## config.mk

```make
export PLATFORM = sky130hd
export DESIGN_NAME = bus_slave_if
export DESIGN_NICKNAME = d
export VERILOG_FILES = /design/src/rtl/bus_slave_if_pkg.sv /design/src/rtl/bus_slave_if.sv
export SDC_FILE = /design/constraint.sdc
export NUM_CORES = 1
export LEC_CHECK = 0
export BUFFER_PORTS_ARGS = -buffer_cell sky130_fd_sc_hd__buf_2
export CAP_MARGIN = 15
export CORE_MARGIN = 2
export CORE_UTILIZATION = 40
export DETAILED_ROUTE_END_ITERATION = 12
export PLACE_DENSITY = 0.71
export SETUP_SLACK_MARGIN = 0.2
export SLEW_MARGIN = 20
export SYNTH_ARGS = -nofsm -noshare
export SYNTH_HDL_FRONTEND = slang
export SYNTH_SLANG_ARGS = --single-unit
```

## constraint.sdc

```tcl
create_clock -name clk -period 2.3 [get_ports clk]
set_input_delay 0.575 -clock clk [delete_from_list [all_inputs] [get_ports clk]]
set_output_delay 0.575 -clock clk [all_outputs]
set_load 0.1 [all_outputs]
```

## src/rtl/bus_slave_if_pkg.sv

```systemverilog
// Shared bus definitions for the 30-bit word-address slave interface.
package bus_slave_if_pkg;

  localparam int unsigned WORD_ADDR_W      = 30;
  localparam int unsigned WORD_DATA_W      = 32;
  // First word-address bit of the slave index field used by the external decoder
  localparam int unsigned BusSlaveIndexLoc = 27;

  localparam logic READ     = 1'b1;
  localparam logic WRITE    = 1'b0;
  localparam logic ENABLE_  = 1'b0;
  localparam logic DISABLE_ = 1'b1;

  typedef enum logic [1:0] {
    BUS_SLAVE_STATE_IDLE = 2'd0,
    BUS_SLAVE_STATE_WAIT = 2'd1,
    BUS_SLAVE_STATE_DEV  = 2'd2,
    BUS_SLAVE_STATE_RESP = 2'd3
  } bus_slave_state_e;

  typedef struct packed {
    logic                   rw;
    logic [WORD_DATA_W-1:0] data;
  } bus_xfer_t;

  localparam bus_xfer_t XFER_RST = '{rw: READ, data: '0};

endpackage

```

## src/rtl/bus_slave_if.sv

```systemverilog
// Slave-side responder: accepts a strobed access, inserts wait states, drives a
// peripheral register port and returns one rdy_ pulse (or a timeout error).
module bus_slave_if
  import bus_slave_if_pkg::*;
#(
  parameter int unsigned ADDR_W      = 2,
  parameter int unsigned WAIT_CYCLES = 1,
  parameter int unsigned TIMEOUT     = 15
) (
  input  logic                   clk,
  input  logic                   reset,
  input  logic                   cs_,
  input  logic                   as_,
  input  logic [WORD_ADDR_W-1:0] addr,
  input  logic                   rw,
  input  logic [WORD_DATA_W-1:0] wr_data,
  output logic                   rdy_,
  output logic [WORD_DATA_W-1:0] rd_data,
  output logic                   dev_req_,
  output logic [ADDR_W-1:0]      dev_addr,
  output logic                   dev_rw,
  output logic [WORD_DATA_W-1:0] dev_wr_data,
  input  logic [WORD_DATA_W-1:0] dev_rd_data,
  input  logic                   dev_ack_,
  output logic                   err,
  input  logic                   err_clr
);

  localparam int unsigned WCNT_W = 4;
  localparam int unsigned TCNT_W = 8;
  localparam logic [WCNT_W-1:0] WAIT_LOAD = WCNT_W'(WAIT_CYCLES);
  localparam logic [TCNT_W-1:0] TMO_LIMIT = TCNT_W'(TIMEOUT);

  bus_slave_state_e       state_q, state_d;
  logic [WCNT_W-1:0]      wait_cnt_q, wait_cnt_d;
  logic [TCNT_W-1:0]      tmo_cnt_q, tmo_cnt_d;
  logic                   rdy_q, rdy_d;
  logic [WORD_DATA_W-1:0] rd_data_q, rd_data_d;
  logic                   dev_req_q, dev_req_d;
  logic [ADDR_W-1:0]      dev_addr_q, dev_addr_d;
  bus_xfer_t              xfer_q, xfer_d;
  logic                   err_q, err_d;

  // Only the local register offset reaches the peripheral
  logic unused_addr_hi;
  assign unused_addr_hi = ^addr[WORD_ADDR_W-1:ADDR_W];

  always_ff @(posedge clk or negedge reset) begin
    if (!reset) begin
      state_q    <= BUS_SLAVE_STATE_IDLE;
      wait_cnt_q <= '0;
      tmo_cnt_q  <= '0;
      rdy_q      <= DISABLE_;
      rd_data_q  <= '0;
      dev_req_q  <= DISABLE_;
      dev_addr_q <= '0;
      xfer_q     <= XFER_RST;
      err_q      <= 1'b0;
    end else begin
      state_q    <= state_d;
      wait_cnt_q <= wait_cnt_d;
      tmo_cnt_q  <= tmo_cnt_d;
      rdy_q      <= rdy_d;
      rd_data_q  <= rd_data_d;
      dev_req_q  <= dev_req_d;
      dev_addr_q <= dev_addr_d;
      xfer_q     <= xfer_d;
      err_q      <= err_d;
    end
  end

  always_comb begin
    state_d    = state_q;
    wait_cnt_d = wait_cnt_q;
    tmo_cnt_d  = tmo_cnt_q;
    rdy_d      = rdy_q;
    rd_data_d  = rd_data_q;
    dev_req_d  = dev_req_q;
    dev_addr_d = dev_addr_q;
    xfer_d     = xfer_q;
    // A timeout below overrides a same-edge clear
    err_d      = err_q & ~err_clr;

    unique case (state_q)
      BUS_SLAVE_STATE_IDLE: begin
        if (cs_ == ENABLE_ && as_ == ENABLE_) begin
          dev_addr_d  = addr[ADDR_W-1:0];
          xfer_d.rw   = rw;
          xfer_d.data = wr_data;
          wait_cnt_d  = WAIT_LOAD;
          tmo_cnt_d   = '0;
          if (WAIT_CYCLES != 0) begin
            state_d = BUS_SLAVE_STATE_WAIT;
          end else begin
            state_d   = BUS_SLAVE_STATE_DEV;
            dev_req_d = ENABLE_;
          end
        end
      end
      BUS_SLAVE_STATE_WAIT: begin
        wait_cnt_d = wait_cnt_q - WCNT_W'(1);
        if (wait_cnt_q == WCNT_W'(1)) begin
          state_d   = BUS_SLAVE_STATE_DEV;
          dev_req_d = ENABLE_;
          tmo_cnt_d = '0;
        end
      end
      BUS_SLAVE_STATE_DEV: begin
        if (dev_ack_ == ENABLE_) begin
          rd_data_d = (xfer_q.rw == READ) ? dev_rd_data : '0;
          rdy_d     = ENABLE_;
          dev_req_d = DISABLE_;
          state_d   = BUS_SLAVE_STATE_RESP;
        end else begin
          tmo_cnt_d = tmo_cnt_q + TCNT_W'(1);
          if (tmo_cnt_q + TCNT_W'(1) == TMO_LIMIT) begin
            err_d     = 1'b1;
            rd_data_d = '0;
            rdy_d     = ENABLE_;
            dev_req_d = DISABLE_;
            state_d   = BUS_SLAVE_STATE_RESP;
          end
        end
      end
      BUS_SLAVE_STATE_RESP: begin
        rdy_d      = DISABLE_;
        rd_data_d  = '0;
        dev_addr_d = '0;
        xfer_d     = XFER_RST;
        state_d    = BUS_SLAVE_STATE_IDLE;
      end
      default: state_d = BUS_SLAVE_STATE_IDLE;
    endcase
  end

  assign rdy_        = rdy_q;
  assign rd_data     = rd_data_q;
  assign dev_req_    = dev_req_q;
  assign dev_addr    = dev_addr_q;
  assign dev_rw      = xfer_q.rw;
  assign dev_wr_data = xfer_q.data;
  assign err         = err_q;

endmodule
```

### Yosys cells after proc, flatten, opt, wreduce, memory -nomap -nowiden

Index checks and enable logic that the tools add are counted.

| cells by class | value |
|---|---|
| reductions and logical operators | 13 |
| muxes and demuxes | 29 |
| add/sub/neg operators | 2 |
| bitwise gates (word level) | 4 |
| equal/unequal tests | 9 |

Operator list:

| kind | number |
|---|---|
| two-way mux 32 bit | 3 |
| case mux 33 bit (2 select lines) | 1 |
| case mux 32 bit (2 select lines) | 1 |
| two-way mux 33 bit | 1 |
| two-way mux 8 bit | 3 |
| case mux 8 bit (3 select lines) | 1 |
| two-way mux 2 bit | 5 |
| adder 8 x 1 -> 8 bit (second input constant) | 1 |
| == test 8 x 4 -> 1 bit (second input constant) | 1 |
| two-way mux 1 bit | 8 |
| case mux 2 bit (4 select lines) | 1 |
| case mux 4 bit (2 select lines) | 1 |
| nonzero test 2 bit | 4 |
| inequality test 2 bit (second input constant) | 3 |
| AND reduction 2 bit | 3 |
| AND reduction 3 bit | 2 |
| == test 2 bit (second input constant) | 2 |
| == test 4 x 1 -> 1 bit (second input constant) | 1 |
| two-way mux 4 bit | 1 |
| case mux 1 bit (2 select lines) | 2 |
| case mux 2 bit (2 select lines) | 1 |
| AND reduction 4 bit | 1 |
| subtractor 4 x 1 -> 4 bit (second input constant) | 1 |
| inequality test 3 bit (second input constant) | 1 |
| 6 further kinds | 8 |

| word-level totals | value |
|---|---|
| output and inout bits | 70 |
| input port bits | 101 |
| bits in registers | 84 |

### Depth between registers and ports, before layout

Gate-level depths: netlist (run 1).

| logic depth | value |
|---|---|
| depth in word-level cells | 5 |
| depth in mapped cells | 8 |
| depth with buffers taken out | 7 |

### Worst setup path after synthesis (run 1)

OpenSTA, ideal clock, no wires.

| path | value |
|---|---|
| path kind | register to register |
| start | register tmo_cnt_q[0] |
| end | register state_q[1] |
| arrival | 1647 ps |
| setup time | 128 ps |
| cell stages (with the launch flop) | 7 |
| slack | 525 ps |
| path through | dfrtp_1 -> ha_1 -> xor2_1 -> nand3_1 -> or2_4 -> a31oi_4 -> mux2_1 |

| on the way | value |
|---|---|
| word-level cells in the longest chain between the ends | 4 |

RTL lines:

| element | RTL line | source |
|---|---|---|
| from (decl) | bus_slave_if.sv:36 | `logic [TCNT_W-1:0] tmo_cnt_q, tmo_cnt_d;` |
| from (signal assigned) | bus_slave_if.sv:62 | `tmo_cnt_q <= tmo_cnt_d;` |
| adder 8 x 1 -> 8 bit | bus_slave_if.sv:116 | `if (tmo_cnt_q + TCNT_W'(1) == TMO_LIMIT) begin` |
| == test 8 x 4 -> 1 bit | bus_slave_if.sv:116 |  |
| inequality test 3 bit (no line) | -- |  |
| AND reduction 3 bit (no line) | -- |  |
| to (signal assigned) | bus_slave_if.sv:60 | `state_q <= state_d;` |
| to (decl) | bus_slave_if.sv:34 | `bus_slave_state_e state_q, state_d;` |

No other way between the ends.
A chain may end at the register's enable or synchronous reset.

### Final worst setup path (run 1)

| path | value |
|---|---|
| start | register state_q[0] |
| end | register tmo_cnt_q[4] |

| on the way | value |
|---|---|
| word-level cells in the longest chain between the ends | 3 |

RTL lines:

| element | RTL line | source |
|---|---|---|
| == test 2 bit, or another cell as far along | bus_slave_if.sv:84 | `unique case (state_q)` |
| inequality test 2 bit (no line) or nonzero test 3 bit (tied branches) | -- |  |
| AND reduction 4 bit (no line) | -- |  |

Several ways; a longest one is shown, not always the timed one.

==> results of run 1 <==
==> metrics by stage <==
step,worst slack [ns],hold slack [ns],utilization [%],std cells,instance area (um^2)
after floorplan,0.525,0.279,-,331,3600
after global placement,0.293,0.458,51.0,567,4450
after detailed placement,0.214,0.465,51.0,567,4450
after CTS,0.262,0.172,53.4,583,4660
after global routing,0.207,0.176,53.4,583,4660
final,0.365,0.163,53.5,584,4660
==> worst max path at each step <==
stage / start / end / slack, ns / cells past startpoint
floorplan: tmo_cnt_q[0] / state_q[1] / 0.53 / 6
global placement: state_q[1] / tmo_cnt_q[4] / 0.29 / 7
detailed placement: state_q[1] / tmo_cnt_q[4] / 0.21 / 7
CTS: state_q[0] / tmo_cnt_q[4] / 0.26 / 7
global route: state_q[1] / tmo_cnt_q[4] / 0.21 / 7
finish: state_q[0] / tmo_cnt_q[4] / 0.37 / 7
==> cell type report <==
type | count | area share [%]
sequential | 84 | 45.2
multi-input combinational | 218 | 30.0
timing repair buffer | 148 | 16.8
clock buffer | 11 | 3.03
tap | 108 | 2.90
clock inverter | 5 | 1.32
inverter | 9 | 0.725
antenna | 1 | 0.0537
==> cell families (layout without fill, tap and decap cells) <==
group	after synthesis	after routing	synth area share (%)
other	0	1	0
multiplexers	2	2	0.591
AO/OA/AOI/OAI	98	98	18.8
adder cells (fa/ha/maj)	8	8	2.78
buffers and inverters	29	173	3.30
AND/OR/NAND/NOR	106	106	15.0
flip-flops	84	84	58.5
XOR/XNOR	4	4	0.974
==> cells in the final DEF, fill, tap and decap left out, drive strengths merged, types with 2 or more instances in the layout <==
| cell | n |
|---|---|
| a21oi | 2 |
| a22o | 34 |
| and3 | 2 |
| buf | 148 |
| clkbuf | 11 |
| clkinvlp | 3 |
| dfrtp | 81 |
| dfstp | 3 |
| ha | 8 |
| inv | 9 |
| nand2 | 45 |
| nand2b | 36 |
| nand3 | 7 |
| nor2 | 8 |
| nor3 | 2 |
| nor3b | 3 |
| o21ai | 53 |
| o22ai | 2 |
| o31ai | 2 |
| xor2 | 3 |
==> flip-flops by register name, summed over array words and instances (netlist names) <==
name and cells:
state_q 2, dev_req_ 1, tmo_cnt_q 8, rd_data 32
err 1, wait_cnt_q 4, dev_addr 2, rdy_ 1
dev_wr_data 32, dev_rw 1
==> repair_timing <==
action | 4_1_cts | 5_1_grt
hold buffers | 0 | 0
setup buffers | 0 | 0
setup endpoints to repair | 1 | 3
resized for setup | 1 | 1
==> per-layer routing <==
| layer | vias to the layer above | track usage (%) | part of all wire (%) |
|---|---|---|---|
| li1 | 1419 | - | - |
| met1 | 1312 | 24.3 | 46 |
| met2 | 109 | 26.0 | 45 |
| met3 | 9 | 4.82 | 7.5 |
| met4 | 0 | 5.58 | 1.1 |
| met5 | - | 0 | 0 |
==> impl_metrics.yaml, run 1 <==
global_routing:
  grt_pass1_wl_mm: 13.6
  grt_pass1_vias: 2814
  grt_start_max_net_pins: 51
  antenna_found_initial: 0
  track_usage_pct: 17.3
  overflow: 0
final_layout:
  areaGrowthSynthToFinish_pct: 29.6
  layout-drive-gt1-share_pct: 37.1
  multi_input_area_um2: 1400
  ff_latch_area_um2: 2110
  fillerInstances: 789
  final_net_count: 579
route:
  routed_wl_mm: 8.01
  vias_per_cell: 4.88
  post-route-drc-count: 0
  drtIter0Drc: 86
  vias: 2849
  wl_per_cell_um: 13.7
  first_pass_iters: 5
  ant_nets: 0
setup_path:
  cpLargestDelayFamily: "compound AO/OA/AOI/OAI gates"
  worstPathRequired_ns: 2.52
  critPathSlowestCell: "or3b_4"
  cp_max_fo: 8
  critPathKind: "flip-flop to flip-flop"
  r2r-start: "state_q[0]"
  path_cells: "inv_1, ha_1, o21ai_4, o21ai_2, or3b_4, o21ai_1, o31ai_1"
  r2r_end: "tmo_cnt_q[4]"
  cp_slowest_stage_delay_ns: 0.45
  critPathBufInv: 1
  endpoint_kind: "flip-flop"
  arrival_ns: 2.16
  reg2reg_depth: 7
  r2r_setup_slack_ns: 0.37
  worst_setup_path_start_kind: "flip-flop"
sta:
  setup_tns_ns: 0
  fmax_mhz: 517
  rsz0062_at_grt: "no"
  finalHoldViolCount: 0
  setup_viol_count_final: 0
  period_minus_slack_ns: 1.93
  finalMaxSlewViolations: 0
  finalCritPeriodShare_pct: 84.1
  worst_slew_pin_slew_ns: 0.549
  relSlewSlack_pct: 63.3
  fin_skew_ns: 0.0106
clock_tree:
  cts_inserted_buffers: 9
  numClockSinks: 84
  clkTransAtPathRegs_ns: 0.09
  cts-root-buf: "clkbuf_8"
  clk_latency_ns: 0.35
  clockBufferDepth: 2
  cts_tree: "yes"
  cts_max_level: 3
yosys:
  seq_area_frac_synth_pct: 58.5
  ys.flop_type: "dfrtp_1"
  synth_edf_count: 0
  synth_common_cells: "dfrtp_1 (81), o21ai_0 (47), nand2_1 (45)"
  synth.cell_area_um2: 3600
  ys_ff_latch: 84
  avgSynthCellArea_um2: 10.9
  synthTopCellsByArea: "dfrtp_1 (56%), a22o_1 (8.3%), o21ai_0 (6.5%)"
  postSynth.asyncResetShare_pct: 100
  yosysTopAreaCell: "dfrtp_1"
  synthCells: 331
  synth_fp_nets: 440
  ys_types: 36
  synth_top_area_share_pct: 56.3
  synth.most_common_cell: "dfrtp_1"
  synth_warnings: 0
placement:
  place_hpwl_mm: 5.74
  io_buffers: 142
  place_congestion: 0.833
floorplan:
  fp.dieH_um: 98.8
  die_w_um: 98.8
  rows: 34
  core-area_um2: 8720
  start_util_pct: 41.3
  pin_count: 171
  die_area_um2: 9770
job:
  maxCapViolCount: 0
hold_path:
  min_path_type: "primary input to asynchronous set/reset pin"
run_status:
  status: "finished clean"
Power of run 1 is not shown: default switching activity piles up to over one toggle a cycle in this logic, so the estimate is an artifact.
==> inputs of run 2 (changes only) <==
--- a/config.mk
+++ b/config.mk
@@ -10,7 +10,7 @@
 export CORE_MARGIN = 2
 export CORE_UTILIZATION = 40
 export DETAILED_ROUTE_END_ITERATION = 12
-export PLACE_DENSITY = 0.71
+export PLACE_DENSITY = 0.73
 export SETUP_SLACK_MARGIN = 0.2
 export SLEW_MARGIN = 20
 export SYNTH_ARGS = -nofsm -noshare
==> constraint.sdc (replaced) <==
create_clock -name clk -period 1.7 [get_ports clk]
set_input_delay 0.425 -clock clk [delete_from_list [all_inputs] [get_ports clk]]
set_output_delay 0.425 -clock clk [all_outputs]
set_load 0.1 [all_outputs]
==> run 2 against run 1 <==
  * The flow now finishes with violations (setup timing)
  * Utilization grew 9.7 points
  * Worst setup slack worse by 0.46 ns
  * Critical path depth stayed put
  * Via count increased by 9.5%
  * Wire length up 18%
  * First-iteration DRC count increased by 9.3%
  * Die area did not move
==> impl_metrics.yaml, run 2 (synthesized netlist as in run 1, its figures left out) <==
sta:
  relSlewSlack_pct: 74.8
  finalCritPeriodShare_pct: 106
  setup_slack_ns: -0.0949
  worst_slew_pin_slew_ns: 0.378
  period_minus_slack_ns: 1.79
  finalMaxSlewViolations: 0
  whs_ns: 0.265
  setup_viol_count_final: 36
  rsz0062_at_grt: "yes"
  finalHoldViolCount: 0
  fmax_mhz: 557
  fin_skew_ns: 0.0151
route:
  routed_wl_mm: 9.41
  vias: 3121
  vias_per_cell: 5.00
  wl_per_cell_um: 15.1
  drtIter0Drc: 94
  post-route-drc-count: 0
  first_pass_iters: 4
  ant_nets: 0
floorplan:
  core-area_um2: 8720
  rows: 34
  fp.dieH_um: 98.8
  die_w_um: 98.8
  start_util_pct: 41.3
  pin_count: 171
  die_area_um2: 9770
global_routing:
  grt_pass1_vias: 2982
  antenna_found_initial: 0
  overflow: 0
  grt_start_max_net_pins: 43
  track_usage_pct: 18.3
  grt_pass1_wl_mm: 14.5
job:
  maxCapViolCount: 0
setup_path:
  endpoint_kind: "flip-flop"
  r2r_setup_slack_ns: -0.09
  worstPathRequired_ns: 1.94
  arrival_ns: 2.04
  cp_max_fo: 3
  critPathKind: "flip-flop to flip-flop"
  worst_setup_path_start_kind: "flip-flop"
final_layout:
  layout-drive-gt1-share_pct: 47.1
  ff_latch_area_um2: 2110
  final_common_cell: "buf_4"
  mostFrequentLayoutCells: "buf_4 (95), dfrtp_1 (80), buf_2 (71)"
  final_net_count: 620
  areaGrowthSynthToFinish_pct: 53.0
  diodes: 0
  post-route-util_pct: 63.1
  fillerInstances: 679
  multi_input_area_um2: 1570
placement:
  place_congestion: 0.780
  io_buffers: 142
  place_hpwl_mm: 6.00
hold_path:
  min_path_type: "primary input to flip-flop"
clock_tree:
  clkTransAtPathRegs_ns: 0.08
  cts-root-buf: "clkbuf_8"
  cts_tree: "yes"
  cts_max_level: 3
  clockBufferDepth: 2
  numClockSinks: 84
  cts_inserted_buffers: 9
  clk_latency_ns: 0.35
run_status:
  violations: "setup timing"
  status: "finished, violations left"
==> run 2: changes by cell type in the layout (fill, tap and decap cells not counted), sizes merged <==
cell         previous run  this run
buf                   148       186
clkbuf                 11        13
bufinv                  1         2
clkinv                  1         0
clkinvlp                3         2
diode                   1         0
dlygate4sd3             0         1
inv                     9        10
==> run 2: critical path, cell delays in order, from the launching register on <==
cell and delay (ns):
dfrtp_1 0.42, inv_1 0.07, ha_1 0.15, nor3b_2 0.19, nand3_2 0.10, or2_4 0.28
a31oi_4 0.16, mux2_4 0.31
==> run 2: metal layers <==
layer  global-route usage (%)  up-vias  wire length (um)
li1                         -     1508                 -
met1                     24.4     1507              3990
met2                     29.9       90              4810
met3                     4.33       16               443
met4                     5.69        0               162
met5                        0        -                 0
==> run 2: layout make-up <==
type | instances | share of cell area (%)
timing repair buffer | 189 | 26.0
clock buffer | 11 | 2.57
tap | 108 | 2.45
inverter | 9 | 0.614
clock inverter | 5 | 1.52
multi-input combinational | 218 | 28.5
sequential | 84 | 38.3
==> run 2: through the flow <==
stage	cells	area, um^2	setup slack (ns)	setup TNS (ns)
after floorplan	331	3670	-0.0226	-0.0303
after global placement	586	4720	-0.0701	-0.0701
after detailed placement	586	4720	-0.102	-0.227
after CTS	619	5330	-0.0489	-1.01
after global routing	624	5510	-0.167	-5.17
final	624	5510	-0.0949	-1.92
==> run 2: final timing paths <==
kind | start | to | depth (start not counted)
min in group asynchronous | reset | rd_data[22] | 2
max reg2reg | tmo_cnt_q[0] | state_q[1] | 7
max in group asynchronous | reset | rd_data[15] | 3
min | err_clr | err | 2
max | tmo_cnt_q[0] | state_q[1] | 7
min reg2reg | dev_wr_data[17] | dev_wr_data[17] | 2
==> run 2: what timing repair did <==
| action | in CTS | in global routing |
|---|---|---|
| gates resized for setup | 94 | 24 |
| pin swaps | 9 | 7 |
| setup buffers | 16 | 2 |
| endpoints found under the setup margin | 152 | 85 |
| gates cloned | 0 | 3 |
| hold buffers | 1 | 0 |
| hold endpoints to repair | 21 | 0 |
Power of run 2 is left out for the same reason.
==> inputs of run 3 (changes only) <==
--- a/config.mk
+++ b/config.mk
@@ -10,7 +10,7 @@
 export CORE_MARGIN = 2
 export CORE_UTILIZATION = 40
 export DETAILED_ROUTE_END_ITERATION = 12
-export PLACE_DENSITY = 0.73
+export PLACE_DENSITY = 0.71
 export SETUP_SLACK_MARGIN = 0.2
 export SLEW_MARGIN = 20
 export SYNTH_ARGS = -nofsm -noshare
==> constraint.sdc (replaced) <==
create_clock -name clk -period 1.9 [get_ports clk]
set_input_delay 0.475 -clock clk [delete_from_list [all_inputs] [get_ports clk]]
set_output_delay 0.475 -clock clk [all_outputs]
set_load 0.1 [all_outputs]
==> run 3 against run 2 <==
  * Worst setup slack better by 0.20 ns
  * The run now ends clean
  * Largest cell class unchanged
  * Global-route usage down 0.95 points
  * Via count down 3.5%
  * Clock skew down 0.0035 ns
==> impl_metrics.yaml, run 3 (synthesized netlist as in run 1, its figures left out) <==
floorplan:
  start_util_pct: 41.3
  pin_count: 171
  fp.dieH_um: 98.8
  rows: 34
  core-area_um2: 8720
  die_area_um2: 9770
  die_w_um: 98.8
sta:
  period_minus_slack_ns: 1.80
  finalHoldViolCount: 0
  finalCritPeriodShare_pct: 94.5
  worst_slew_pin_slew_ns: 0.513
  whs_ns: 0.307
  relSlewSlack_pct: 66.1
  fin_skew_ns: 0.0116
  finalMaxSlewViolations: 0
  rsz0062_at_grt: "yes"
  setup_viol_count_final: 0
  fmax_mhz: 557
placement:
  placed_cell_area_um2: 4550
  place_congestion: 0.753
  place_hpwl_mm: 5.74
  io_buffers: 142
job:
  maxCapViolCount: 0
setup_path:
  cp_max_fo: 16
  worstPathRequired_ns: 2.13
  arrival_ns: 2.02
  critPathKind: "flip-flop to flip-flop"
  worst_setup_path_start_kind: "flip-flop"
  reg2reg_depth: 9
  endpoint_kind: "flip-flop"
  r2r_setup_slack_ns: 0.10
final_layout:
  design_area_um2: 5100
  areaGrowthSynthToFinish_pct: 41.7
  final_net_count: 601
  diodes: 0
  fillerInstances: 748
  multi_input_area_um2: 1530
  mostFrequentLayoutCells: "buf_2 (139), dfrtp_1 (78), nand2_1 (44)"
  ff_latch_area_um2: 2110
  final_common_cell: "buf_2"
  layout-drive-gt1-share_pct: 44.7
global_routing:
  grt_pass1_vias: 2850
  track_usage_pct: 17.4
  grt_start_max_net_pins: 71
  antenna_found_initial: 0
  grt_pass1_wl_mm: 13.7
  overflow: 0
hold_path:
  min_path_type: "primary input to flip-flop"
  worstHoldPathCells: 2
route:
  wl_per_cell_um: 15.2
  first_pass_iters: 4
  vias_per_cell: 4.98
  post-route-drc-count: 0
  vias: 3013
  drtIter0Drc: 108
  routed_wl_mm: 9.17
  ant_nets: 0
clock_tree:
  clkTransAtPathRegs_ns: 0.08
  clk_latency_ns: 0.35
  cts_max_level: 3
  cts_inserted_buffers: 9
  cts_tree: "yes"
  numClockSinks: 84
  clockBufferDepth: 2
  cts-root-buf: "clkbuf_8"
run_status:
  status: "finished clean"
run 3: layer usage:
| layer | global-route usage, % | up-vias | part of all wire, % |
|---|---|---|---|
| met4 | 6.74 | 0 | 1.6 |
| met1 | 24.7 | 1404 | 44 |
| li1 | - | 1463 | - |
| met5 | 0 | - | 0 |
| met2 | 25.5 | 132 | 46 |
| met3 | 4.68 | 14 | 8.0 |
run 3: worst paths after layout:
| path | start | endpoint |
|---|---|---|
| max in group asynchronous | reset | rdy_ |
| worst min register to register | dev_wr_data[13] | dev_wr_data[13] |
| min in group asynchronous | reset | rd_data[28] |
| worst max register to register | tmo_cnt_q[0] | rd_data[23] |
| worst min-delay path | err_clr | err |
| worst max-delay path | tmo_cnt_q[0] | rd_data[23] |
run 3: worst max-delay path: stages (launching register included):
cell and delay (ns):
dfrtp_2 0.44, inv_2 0.06, ha_1 0.14, nor3b_2 0.19
nand3_2 0.13, buf_6 0.14, nor2_4 0.09, o22ai_4 0.12
buf_12 0.17, a22o_1 0.20
run 3: layout make-up:
type                    count  area share [%]
clock buffers              11            2.77
inverters                   9           0.663
multi-input cells         218            30.0
clock inverters             5            1.67
repair buffers            170            20.8
well taps                 108            2.65
flip-flops and latches     84            41.4
run 3: timing repair:
action | 4_1_cts | 5_1_grt
pin swaps | 4 | 12
resized for setup | 10 | 32
hold buffers | 1 | 0
endpoints found under the setup margin | 46 | 80
endpoints found under the hold margin | 15 | 0
setup buffers | 5 | 4
cloned | 0 | 6
run 3: metrics by stage:
step / cells / setup slack [ns] / setup TNS [ns] / utilization, %
global route: 605 / -0.000963 / -0.000963 / 58.5
finish: 605 / 0.105 / 0 / 58.5
CTS: 595 / 0.121 / 0 / 55.6
floorplan: 331 / 0.177 / 0 / -
global placement: 573 / 0.0864 / 0 / 52.1
detailed placement: 573 / 0.0511 / 0 / 52.1
Power of run 3 is left out for the same reason.
